$ cat src/rtl/pursuit_ram_arbiter.sv
// Round-robin arbiter sharing one synchronous RAM port among NUM_REQ requesters,
// with per-requester lock for uninterrupted bursts and one-hot tagged read responses.
module pursuit_ram_arbiter #(
  parameter int NUM_REQ    = 3,
  parameter int ADDR_WIDTH = 10,
  parameter int DATA_WIDTH = 32
) (
  input  logic                             clock,
  input  logic                             resetN,
  input  logic [NUM_REQ-1:0]               req,
  input  logic [NUM_REQ-1:0]               req_we,
  input  logic [NUM_REQ-1:0]               req_lock,
  input  logic [NUM_REQ*ADDR_WIDTH-1:0]    req_addr,
  input  logic [NUM_REQ*DATA_WIDTH-1:0]    req_wdata,
  output logic [NUM_REQ-1:0]               gnt,
  output logic [NUM_REQ-1:0]               rvalid,
  output logic [DATA_WIDTH-1:0]            rdata,
  output logic                             ram_write_enable,
  output logic [ADDR_WIDTH-1:0]            ram_read_addr,
  output logic [ADDR_WIDTH-1:0]            ram_write_addr,
  output logic [DATA_WIDTH-1:0]            ram_wdata,
  input  logic [DATA_WIDTH-1:0]            ram_rdata
);

  localparam int unsigned NR = NUM_REQ;
  localparam int PW = (NUM_REQ > 1) ? $clog2(NUM_REQ) : 1;

  typedef logic [PW-1:0] idx_t;
  typedef enum logic [0:0] {FREE = 1'b0, LOCKED = 1'b1} state_t;

  state_t                 state_q, state_d;
  idx_t                   ptr_q, ptr_d;
  idx_t                   owner_q, owner_d;
  logic [NUM_REQ-1:0]     rv1_q, rv1_d;
  logic [NUM_REQ-1:0]     rv2_q;
  logic                   we_q, we_d;
  logic [ADDR_WIDTH-1:0]  raddr_q, raddr_d;
  logic [ADDR_WIDTH-1:0]  waddr_q, waddr_d;
  logic [DATA_WIDTH-1:0]  wdata_q, wdata_d;

  logic                   accept;
  idx_t                   win;

  // Grant selection: rotating priority from ptr when free, owner only when locked.
  always_comb begin
    int unsigned c;
    idx_t        cand;
    gnt    = '0;
    accept = 1'b0;
    win    = '0;
    c      = 0;
    cand   = '0;
    if (resetN) begin
      case (state_q)
        FREE: begin
          for (int unsigned k = 0; k < NR; k++) begin
            c = 32'(ptr_q) + k;
            if (c >= NR) c = c - NR;
            cand = idx_t'(c);
            if (!accept && req[cand]) begin
              accept = 1'b1;
              win    = cand;
            end
          end
          if (accept) gnt[win] = 1'b1;
        end
        LOCKED: begin
          if (req[owner_q]) begin
            accept       = 1'b1;
            win          = owner_q;
            gnt[owner_q] = 1'b1;
          end
        end
        default: ;
      endcase
    end
  end

  always_comb begin
    state_d = state_q;
    ptr_d   = ptr_q;
    owner_d = owner_q;
    rv1_d   = '0;
    we_d    = 1'b0;
    raddr_d = raddr_q;
    waddr_d = waddr_q;
    wdata_d = wdata_q;
    case (state_q)
      FREE, LOCKED: ;
      default: state_d = FREE;
    endcase
    if (accept) begin
      ptr_d   = (win == idx_t'(NR - 1)) ? '0 : idx_t'(win + idx_t'(1));
      state_d = req_lock[win] ? LOCKED : FREE;
      owner_d = win;
      if (req_we[win]) begin
        we_d    = 1'b1;
        waddr_d = req_addr[win*ADDR_WIDTH +: ADDR_WIDTH];
        wdata_d = req_wdata[win*DATA_WIDTH +: DATA_WIDTH];
      end else begin
        raddr_d    = req_addr[win*ADDR_WIDTH +: ADDR_WIDTH];
        rv1_d[win] = 1'b1;
      end
    end
  end

  // Tag pipeline tracks the RAM's one-cycle read latency behind the port register.
  always_ff @(posedge clock) begin
    if (!resetN) begin
      state_q <= FREE;
      ptr_q   <= '0;
      owner_q <= '0;
      rv1_q   <= '0;
      rv2_q   <= '0;
      we_q    <= 1'b0;
      raddr_q <= '0;
      waddr_q <= '0;
      wdata_q <= '0;
    end else begin
      state_q <= state_d;
      ptr_q   <= ptr_d;
      owner_q <= owner_d;
      rv1_q   <= rv1_d;
      rv2_q   <= rv1_q;
      we_q    <= we_d;
      raddr_q <= raddr_d;
      waddr_q <= waddr_d;
      wdata_q <= wdata_d;
    end
  end

  assign rvalid           = rv2_q;
  assign rdata            = ram_rdata;
  assign ram_write_enable = we_q;
  assign ram_read_addr    = raddr_q;
  assign ram_write_addr   = waddr_q;
  assign ram_wdata        = wdata_q;

endmodule

$ cat config.mk
export PLATFORM = sky130hd
export DESIGN_NAME = pursuit_ram_arbiter
export DESIGN_NICKNAME = d
export VERILOG_FILES = /design/src/rtl/pursuit_ram_arbiter.sv
export SDC_FILE = /design/constraint.sdc
export NUM_CORES = 1
export LEC_CHECK = 0
export ABC_AREA = 1
export BUFFER_PORTS_ARGS = -buffer_cell sky130_fd_sc_hd__clkbuf_2
export CAP_MARGIN = 20
export CELL_PAD_IN_SITES_DETAIL_PLACEMENT = 1
export CELL_PAD_IN_SITES_GLOBAL_PLACEMENT = 1
export CORE_MARGIN = 3
export CORE_UTILIZATION = 27
export DETAILED_ROUTE_END_ITERATION = 8
export HOLD_SLACK_MARGIN = 0.1
export PLACE_DENSITY_LB_ADDON = 0.1
export SLEW_MARGIN = 20
export SYNTH_ARGS = -nofsm -noshare
export SYNTH_HDL_FRONTEND = slang
export SYNTH_SLANG_ARGS = --single-unit
$ cat constraint.sdc
create_clock -name clock -period 2.9 [get_ports clock]
set_clock_uncertainty 0.1 [all_clocks]
set_input_delay 0.145 -clock clock [delete_from_list [all_inputs] [get_ports clock]]
set_output_delay 0.145 -clock clock [all_outputs]
set_load 0.03 [all_outputs]
==> flow_summary.yaml, run 1 <==
finish:
  final.fill_count: 1867
  area_delta_synth_final_pct: 60.3
  fin_util: 0.445
  fin_nets: 1094
  drive_above_1_share: 0.259
power_and_ir_drop:
  power.internal_w: 0.00324
  vdd_drop_max_mv: 0.444
  p_seq_frac: 0.222
  p_comb_frac: 0.602
  p_clk_frac: 0.176
  leakage_nw: 3.47
  power_density_nw_per_um2: 1030
  switchingPower_w: 0.00320
  power.share.switching: 0.496
detailed_routing:
  routed_wl_um: 16000
  vias: 4949
  drtIter0Drc: 115
  drc: 0
  drt_pass1_iterations: 4
  wl_per_cell_um: 14.4
  final_antenna_net_count: 0
  vias_per_cell: 4.47
global_routing:
  grt-ovfl-total: 0
  grt_pass1_vias: 5440
  grt_use_total: 0.202
  grt_max_degree: 56
  antenna_found_initial: 3
  grt_pass1_wl_um: 25900
setup_path:
  critPathMaxStageDelay_ns: 0.38
  worstPathCellList: "inv_1, ha_1, nand2_1, nor2_2, a21oi_2, nand4_1, nand3_2, nand2_4, nand2_1, clkinv_4, nand2_1, inv_1, clkbuf_2"
  arrival_ns: 2.43
  cp_common_cell: "nand2_1"
  worstSetupEndpointType: "primary output"
  crit_slowest_cell: "dfxtp_1"
  path_class: "register to primary output"
  worstPathMaxFanout: 6
  worstPathRequired_ns: 2.65
  start_kind: "register"
die:
  die_h_um: 126
  die_x_um: 126
  start_util: 0.278
  core_area_um2: 14000
  die-area_um2: 15900
  rows: 43
  ios: 260
timing:
  clock.fmax_ghz: 0.374
  fin_setup_tns_ns: 0
  rsz0062_at_grt: "no"
  fin_crit_sh: 0.923
  tightest_slew_ns: 0.613
  slew_headroom: 0.591
  hold_viol_final: 0
  setup_viol: 0
  slew_viol_final: 0
  layout_min_cycle_time_ns: 2.68
logic_synthesis:
  synth.most_common_cell: "nand2_1"
  synth_nets: 829
  yosysSeqAreaShare: 0.330
  synthCells: 656
  synth_commonest_cells: "nand2_1 (256), nor2_1 (109), inv_1 (72), dfxtp_1 (64), nand3_1 (50)"
  ys_async_sr_fraction: 0
  synth-edff-count: 0
  synth_top_area_frac: 0.330
  synthFlopType: "dfxtp_1"
  synth_warnings: 0
  yosysUniqueCellTypes: 24
  yosys_register_bits: 64
  syn_area_um2: 3890
  syn_avg_cell_area_um2: 5.93
  yosys.area.top_type: "dfxtp_1"
  synth_area_leaders: "dfxtp_1 (33%), nand2_1 (25%), nor2_1 (11%)"
clock_tree:
  clkTransAtPathRegs_ns: 0.05
  tritoncts: "yes"
  clockRootBuffer: "clkbuf_16"
  cts_max_path_buffers: 2
  clock_sinks: 64
  clk_latency_ns: 0.34
  cts_made_buffers: 9
  cts_max_level: 3
run:
  max_cap_violations: 0
placement:
  place_congestion: 0.885
  dp_hpwl_um: 10300
  portBuffers: 195
status:
  status: "finished clean"
min_path:
  hold_class: "input port to register"
## power groups by stage
stage	clock [W]	sequential, W	combinational [W]
3_5_place_dp	0	0.00145	0.00373
3_3_place_gp	0	0.00143	0.00363
2_1_floorplan	0	0.00204	0.00211
5_1_grt	0.00121	0.00148	0.00436
4_1_cts	0.00117	0.00143	0.00388
6_report	0.00113	0.00143	0.00388
## metal layers
metal,wire length [um],global-route usage
met5,0,0
met4,746,0.113
met3,1020,0.0623
met2,7990,0.358
met1,6230,0.212
## timing repair
| action | in CTS | in global routing |
|---|---|---|
| pin swaps | 0 | 0 |
| setup endpoints to repair | 1 | 1 |
| endpoints found under the hold margin | 46 | 0 |
| hold buffers | 109 | 0 |
| resized for setup | 1 | 2 |
| setup buffers | 0 | 2 |
## cells in the final DEF (no fill, tap or decap), types with 2 or more instances in the layout
cell / netlist / layout
nand2_1: 256 / 256
inv_2: 5 / 4
a21oi_1: 8 / 8
o21ai_0: 2 / 2
buf_4: 36 / 7
nand4_1: 5 / 5
nand3_1: 50 / 50
clkinv_2: 0 / 2
diode_2: 0 / 3
nor3_1: 2 / 2
buf_12: 0 / 4
inv_1: 72 / 72
dfxtp_1: 64 / 64
clkbuf_1: 7 / 2
dlygate4sd3_1: 0 / 109
nand2_2: 5 / 5
clkbuf_2: 0 / 195
nor2_4: 2 / 2
nand3_2: 4 / 4
clkbuf_16: 0 / 9
nor2_1: 109 / 108
bufinv_16: 0 / 2
nand2_4: 2 / 2
ha_1: 4 / 4
## state kept, by name, indices dropped and copies added, names as in the netlist
name and cells:
ram_wdata 32, ram_read_addr 10, ram_write_addr 10, rv1_q 3, rvalid 3, owner_q 2, ptr_q 2, ram_write_enable 1
state_q 1
## critical path: cells and delay by family, from the launching register on
kind | cells | cell delay [ns]
compound gates | 1 | 0.18
fa+ha+maj | 1 | 0.37
buf+inv | 4 | 0.41
flops | 1 | 0.38
simple gates | 7 | 0.76
## per-stage QoR
stage          setup slack [ns]  cells  cell area (um^2)  total power [W]  hold slack [ns]
3_3_place_gp              0.409    979              4810          0.00506            0.190
3_5_place_dp              0.297    979              4810          0.00518            0.190
4_1_cts                  0.0499   1103              6200          0.00649            0.101
6_report                  0.225   1108              6230          0.00644           0.0981
2_1_floorplan             0.552    656              3890          0.00416            0.182
5_1_grt                  0.0231   1108              6230          0.00704            0.120
## final timing paths
| path | from | endpoint | slack [ns] | cells after the start |
|---|---|---|---|---|
| worst max-delay path | ptr_q[0]$_SDFFE_PN0P_ | gnt[0] | 0.22 | 13 |
| worst min-delay path | req_wdata[86] | ram_wdata[22]$_SDFFE_PN0P_ | 0.1 | 5 |
| worst max register to register | ptr_q[0]$_SDFFE_PN0P_ | ram_wdata[20]$_SDFFE_PN0P_ | 0.27 | 16 |
| worst min register to register | rv1_q[2]$_SDFF_PP0_ | rvalid[2]$_SDFF_PN0_ | 0.31 | 2 |
## kinds of logic (layout without fill, tap and decap cells)
family / count (synthesis) / count (layout) / share of synthesized area
flops: 64 / 64 / 0.330
other cells: 0 / 3 / 0
fa+ha+maj: 4 / 4 / 0.0129
simple gates: 436 / 436 / 0.459
buf+inv: 138 / 407 / 0.177
compound gates: 14 / 14 / 0.0212
## final cells by class
class	count	area, um^2	share of cell area
inverters	77	294	0.0472
multi-input cells	454	1920	0.308
well taps	180	225	0.0361
flip-flops and latches	64	1280	0.206
clock inverters	4	70.1	0.0112
repair buffers	315	2200	0.353
diodes	3	7.51	0.00120
clock buffers	11	233	0.0373
Power figures use the tool's default switching activity.
==> run 2: changes to the inputs <==
ABC_AREA = unset   (was 1)
CORE_UTILIZATION = 30   (was 27)
==> run 2 against run 1 <==
Sequential cell count did not move. Routed wire length shrank 3.0%. Via count decreased by 15%. Synthesized cell count is 35% lower. Combinational power up 13%. Utilization increased by 4.0 points. Die area decreased by 7.2%. First-iteration DRC count up 54%. Worst hold slack improved by 0.022 ns. Synthesized area rose by 2.8%. Largest power group unchanged.
==> flow_summary.yaml, run 2 <==
global_routing:
  grt_pass1_wl_um: 24100
  grt_max_degree: 43
  grt_pass1_vias: 4610
  grt_use_total: 0.207
  antenna_found_initial: 0
  grt-ovfl-total: 0
clock_tree:
  cts_max_level: 3
  cts_max_path_buffers: 2
  cts_made_buffers: 9
  clock_sinks: 64
  tritoncts: "yes"
  clockRootBuffer: "clkbuf_16"
  clkTransAtPathRegs_ns: 0.05
  clk_latency_ns: 0.33
logic_synthesis:
  synth-edff-count: 0
  synth_area_leaders: "dfxtp_1 (32%), mux2_2 (11%), a21oi_2 (8.3%)"
  synthFlopType: "dfxtp_1"
  yosys_register_bits: 64
  syn_avg_cell_area_um2: 9.40
  ys_async_sr_fraction: 0
  yosys.area.top_type: "dfxtp_1"
  synth_top_area_frac: 0.321
  synth_nets: 598
  yosysSeqAreaShare: 0.321
  synthCells: 425
  synth.most_common_cell: "dfxtp_1"
  synth_commonest_cells: "dfxtp_1 (64), o31ai_1 (43), mux2_2 (39), a21oi_2 (38), a22oi_1 (38)"
  synth_warnings: 0
  syn_area_um2: 4000
  yosysUniqueCellTypes: 52
finish:
  fin_nets: 821
  final_common_cell: "clkbuf_2"
  fin_util: 0.485
  antenna_cells: 0
  drive_above_1_share: 0.602
  area_delta_synth_final_pct: 55.8
  final_cell_mix: "clkbuf_2 (195), dfxtp_1 (62), dlygate4sd3_1 (45)"
  largest_register_ffs: 32
timing:
  layout_min_cycle_time_ns: 2.78
  fin_crit_sh: 0.959
  clock.fmax_ghz: 0.360
  hold_viol_final: 0
  setup_viol: 0
  tightest_slew_ns: 0.545
  slew_headroom: 0.637
  slew_viol_final: 0
  fin_setup_tns_ns: 0
min_path:
  hold_class: "input port to register"
  min_from: "req_addr[20]"
  holdPathEnd: "ram_write_addr[0]$_SDFFE_PN0P_"
  min_path_cells: 4
placement:
  portBuffers: 195
  dp_hpwl_um: 10900
  place_congestion: 0.863
setup_path:
  worstSetupEndpointType: "register"
  critPathMaxStageDelay_ns: 0.42
  ff2ff_setup_slack_ns: 0.12
  worstPathCellList: "inv_1, ha_4, nand3b_1, buf_4, o41ai_4, nand2_4, clkinv_8, buf_12, buf_4, mux2_2, a22oi_1, a21oi_2"
  cp_common_cell: "buf_4"
  worstPathRequired_ns: 3.01
  crit_slowest_cell: "o41ai_4"
  r2r-start: "ptr_q[0]$_SDFFE_PN0P_"
  rr_endpoint: "ram_wdata[3]$_SDFFE_PN0P_"
  path_class: "register to register"
  arrival_ns: 2.89
  worstPathMaxFanout: 7
  r2r_cells: 12
  start_kind: "register"
die:
  core_area_um2: 12800
  die_h_um: 121
  ios: 260
  start_util: 0.312
  die_x_um: 121
  rows: 41
  die-area_um2: 14700
power_and_ir_drop:
  leakage_nw: 2.75
  vdd_drop_max_mv: 0.353
  power_density_nw_per_um2: 1140
detailed_routing:
  drc: 0
  vias: 4229
  vias_per_cell: 5.13
  drtIter0Drc: 177
  drt_pass1_iterations: 4
  wl_per_cell_um: 18.8
  routed_wl_um: 15500
  final_antenna_net_count: 0
status:
  status: "finished clean"
run:
  max_cap_violations: 0
run 2: how the worst max path moves through the flow:
| stage | startpoint | endpoint | cells past startpoint |
|---|---|---|---|
| 2_1_floorplan | ptr_q[1]$_SDFFE_PN0P_ | ram_wdata[26]$_SDFFE_PN0P_ | 11 |
| 3_3_place_gp | ptr_q[0]$_SDFFE_PN0P_ | ram_read_addr[7]$_SDFFE_PN0P_ | 10 |
| 3_5_place_dp | ptr_q[0]$_SDFFE_PN0P_ | ram_read_addr[3]$_SDFFE_PN0P_ | 9 |
| 4_1_cts | ptr_q[1]$_SDFFE_PN0P_ | ram_wdata[22]$_SDFFE_PN0P_ | 11 |
| 5_1_grt | ptr_q[0]$_SDFFE_PN0P_ | ram_wdata[3]$_SDFFE_PN0P_ | 12 |
| 6_report | ptr_q[0]$_SDFFE_PN0P_ | ram_wdata[3]$_SDFFE_PN0P_ | 12 |
run 2: metal layers:
metal  share of wire  global-route usage
met5               0                   0
met4           0.015              0.0658
met3           0.064              0.0522
met1            0.41               0.242
met2            0.51               0.368
run 2: power breakdown:
group	switching (W)	internal, W
clock network	0.000392	0.000758
registers	0.000283	0.00131
logic	0.00267	0.00172
run 2: final cells by class:
type / count / area, um^2
fillers: 1497 / 6600
multi-input cells: 282 / 2500
repair buffers: 283 / 1860
flip-flops and latches: 64 / 1290
clock buffers: 14 / 284
well taps: 172 / 215
inverters: 8 / 42.5
clock inverters: 2 / 35.0
run 2: repair_timing:
action	CTS	global route
hold endpoints to repair	43	0
cloned	1	0
pin swaps	3	8
setup buffers	0	9
endpoints found under the setup margin	45	53
hold buffers	45	0
gates resized for setup	11	53
run 2: cells by family (layout without fill, tap and decap cells):
kind of cell,after synthesis,in the layout,synth area share
and+or+nand+nor,60,61,0.0883
adders and majority gates,4,4,0.0125
AOI/OAI and AO/OA,174,174,0.336
DFF,64,64,0.321
buffers and inverters,80,307,0.122
muxes,43,43,0.120
run 2: through the flow:
step                total power, W  instance area, um^2  hold slack, ns  cells  setup WS [ns]
finish                     0.00712                 6220           0.120    825          0.119
floorplan                  0.00429                 4000           0.124    425         0.0607
global route               0.00756                 6220           0.138    825       -0.00244
global placement           0.00545                 5080           0.190    754        -0.0370
detailed placement         0.00551                 5080           0.190    754         -0.165
CTS                        0.00682                 5890           0.105    816        0.00904
run 2: worst max-delay path: cells and delay by family, from the launching register on:
kind | cells | cell delay, ns
compound gates | 3 | 0.68
buf+inv | 5 | 0.62
mux | 1 | 0.34
fa+ha+maj | 1 | 0.31
simple gates | 2 | 0.24
flops | 1 | 0.37
==> run 3: changes to the inputs <==
CELL_PAD_IN_SITES_DETAIL_PLACEMENT = unset   (was 1)
CELL_PAD_IN_SITES_GLOBAL_PLACEMENT = unset   (was 1)
CORE_UTILIZATION = 43   (was 30)
PLACE_DENSITY = 0.81   (was unset)
PLACE_DENSITY_LB_ADDON = unset   (was 0.1)
==> run 3 against run 2 <==
Utilization up 16 points. First-iteration DRC count rose by 66%. Design area fell by 7.3%. Critical path depth down 1. Final cell count down 8.5%. Sequential share of layout area is 1.6 points higher. Worst hold slack improved by 0.0030 ns. Fmax increased by 0.17%. Sequential power barely moved.
==> flow_summary.yaml, run 3 (same netlist as run 2, synthesis figures left out) <==
clock_tree:
  clockRootBuffer: "clkbuf_8"
  cts_max_level: 3
  clock_sinks: 64
  tritoncts: "yes"
  clkTransAtPathRegs_ns: 0.07
  cts_max_path_buffers: 2
  clk_latency_ns: 0.34
  cts_made_buffers: 9
finish:
  fin_util: 0.649
  regArea_um2: 1280
  final_cell_mix: "clkbuf_2 (195), dfxtp_1 (63), dlygate4sd3_1 (48)"
  final_common_cell: "clkbuf_2"
  area_delta_synth_final_pct: 44.4
  antenna_cells: 0
  fin_nets: 816
  drive_above_1_share: 0.538
  final.fill_count: 744
  multi_input_area_um2: 2300
  final_area_um2: 5770
  largest_register_ffs: 32
global_routing:
  antenna_found_initial: 0
  grt_use_total: 0.267
  grt_max_degree: 33
  grt-ovfl-total: 0
  grt_pass1_wl_um: 22000
  grt_pass1_vias: 4412
die:
  die_x_um: 102
  die_h_um: 102
  die-area_um2: 10500
  ios: 260
  rows: 34
  core_area_um2: 8890
  start_util: 0.449
detailed_routing:
  vias: 4461
  wl_met1_um: 5610
  met3WireLength_um: 1170
  maxUsedRoutingLayer: "met4"
  drc: 0
  wl_met2_um: 7250
  wl_per_cell_um: 19.5
  routed_wl_um: 14700
  drt_pass1_iterations: 4
  final_antenna_net_count: 0
  drtIter0Drc: 293
  vias_per_cell: 5.91
setup_path:
  critPathMaxStageDelay_ns: 0.34
  worstPathMaxFanout: 25
  worstPathRequired_ns: 3.02
  cp_common_cell: "buf_4"
  arrival_ns: 2.90
  start_kind: "register"
  crit_slowest_cell: "dfxtp_1"
  worstPathCellList: "inv_2, ha_2, and3b_4, o21bai_2, o211ai_1, buf_4, o21ai_4, and3_4, buf_4, o31ai_1, a21oi_2"
  path_class: "register to register"
  worstSetupEndpointType: "register"
placement:
  placed_area_um2: 4940
  place_congestion: 0.885
  portBuffers: 195
  dp_hpwl_um: 10100
min_path:
  hold_class: "input port to register"
power_and_ir_drop:
  vdd_drop_max_mv: 0.565
  leakage_nw: 2.68
  power_density_nw_per_um2: 1110
timing:
  setup_viol: 0
  layout_min_cycle_time_ns: 2.78
  hold_viol_final: 0
  slew_viol_final: 0
  tightest_slew_ns: 0.542
  slew_headroom: 0.639
  fin_crit_sh: 0.957
  clock.fmax_ghz: 0.360
run:
  max_cap_violations: 0
status:
  status: "finished clean"
run 3: cell types whose count changed in the layout (fill, tap and decap cells not counted), moves of 2 or more:
cell	previous run	this run
a22oi_1	22	33
a22oi_2	16	5
buf_12	7	5
buf_4	31	28
buf_6	4	1
clkbuf_16	9	2
clkbuf_8	4	10
clkinv_2	1	3
dlygate4sd3_1	45	48
ha_2	0	2
o31ai_1	19	42
o31ai_2	23	1
run 3: routing by layer:
metal / global-route usage / vias up
met5: 0 / -
met4: 0.140 / 0
met3: 0.0635 / 66
met2: 0.450 / 252
met1: 0.314 / 2125
li1: - / 2018
run 3: cell type report:
type                            count  share of cell area
Tap cell                          108              0.0234
Clock buffer                       11              0.0245
Inverter                            8             0.00564
Timing Repair Buffer              279               0.317
Multi-Input combinational cell    281               0.399
Clock inverter                      4             0.00781
Sequential cell                    64               0.223
run 3: per-stage QoR:
step                worst slack [ns]  TNS (ns)  instances  hold slack [ns]  power (W)
floorplan                     0.0607         0        425            0.124    0.00429
global placement              0.0215         0        684            0.190    0.00528
detailed placement           -0.0683    -0.205        684            0.190    0.00536
CTS                          0.00104         0        748            0.107    0.00621
global route                 -0.0151   -0.0261        755            0.128    0.00678
finish                         0.124         0        755            0.123    0.00642
run 3: where the power goes:
group | internal [W] | switching (W) | total [W]
registers | 0.00130 | 0.000262 | 0.00156
clock network | 0.000412 | 0.000339 | 0.000751
logic | 0.00156 | 0.00255 | 0.00411
total | 0.00327 | 0.00315 | 0.00642
run 3: worst paths after layout:
kind / from / endpoint / slack (ns) / cells after the start
worst min register to register: rv1_q[2]$_SDFF_PP0_ / rvalid[2]$_SDFF_PN0_ / 0.34 / 1
worst min-delay path: req_addr[0] / ram_write_addr[0]$_SDFFE_PN0P_ / 0.12 / 4
worst max-delay path: ptr_q[1]$_SDFFE_PN0P_ / ram_wdata[14]$_SDFFE_PN0P_ / 0.12 / 11
worst max register to register: ptr_q[1]$_SDFFE_PN0P_ / ram_wdata[14]$_SDFFE_PN0P_ / 0.12 / 11
run 3: worst max-delay path, delay by kind of cell, from the launching register on:
kind                     cells  cell delay [ns]
buffers and inverters        3             0.53
adder cells (fa/ha/maj)      1             0.21
flip-flops                   1             0.34
AND/OR/NAND/NOR              2             0.45
AO/OA/AOI/OAI                5             1.01
run 3: timing repair:
item | 4_1_cts | 5_1_grt
pin swaps | 1 | 3
resized for setup | 5 | 14
buffers inserted | 1 | 5
gates cloned | 0 | 2
endpoints found under the hold margin | 45 | 0
setup endpoints to repair | 10 | 52
hold buffers | 48 | 0
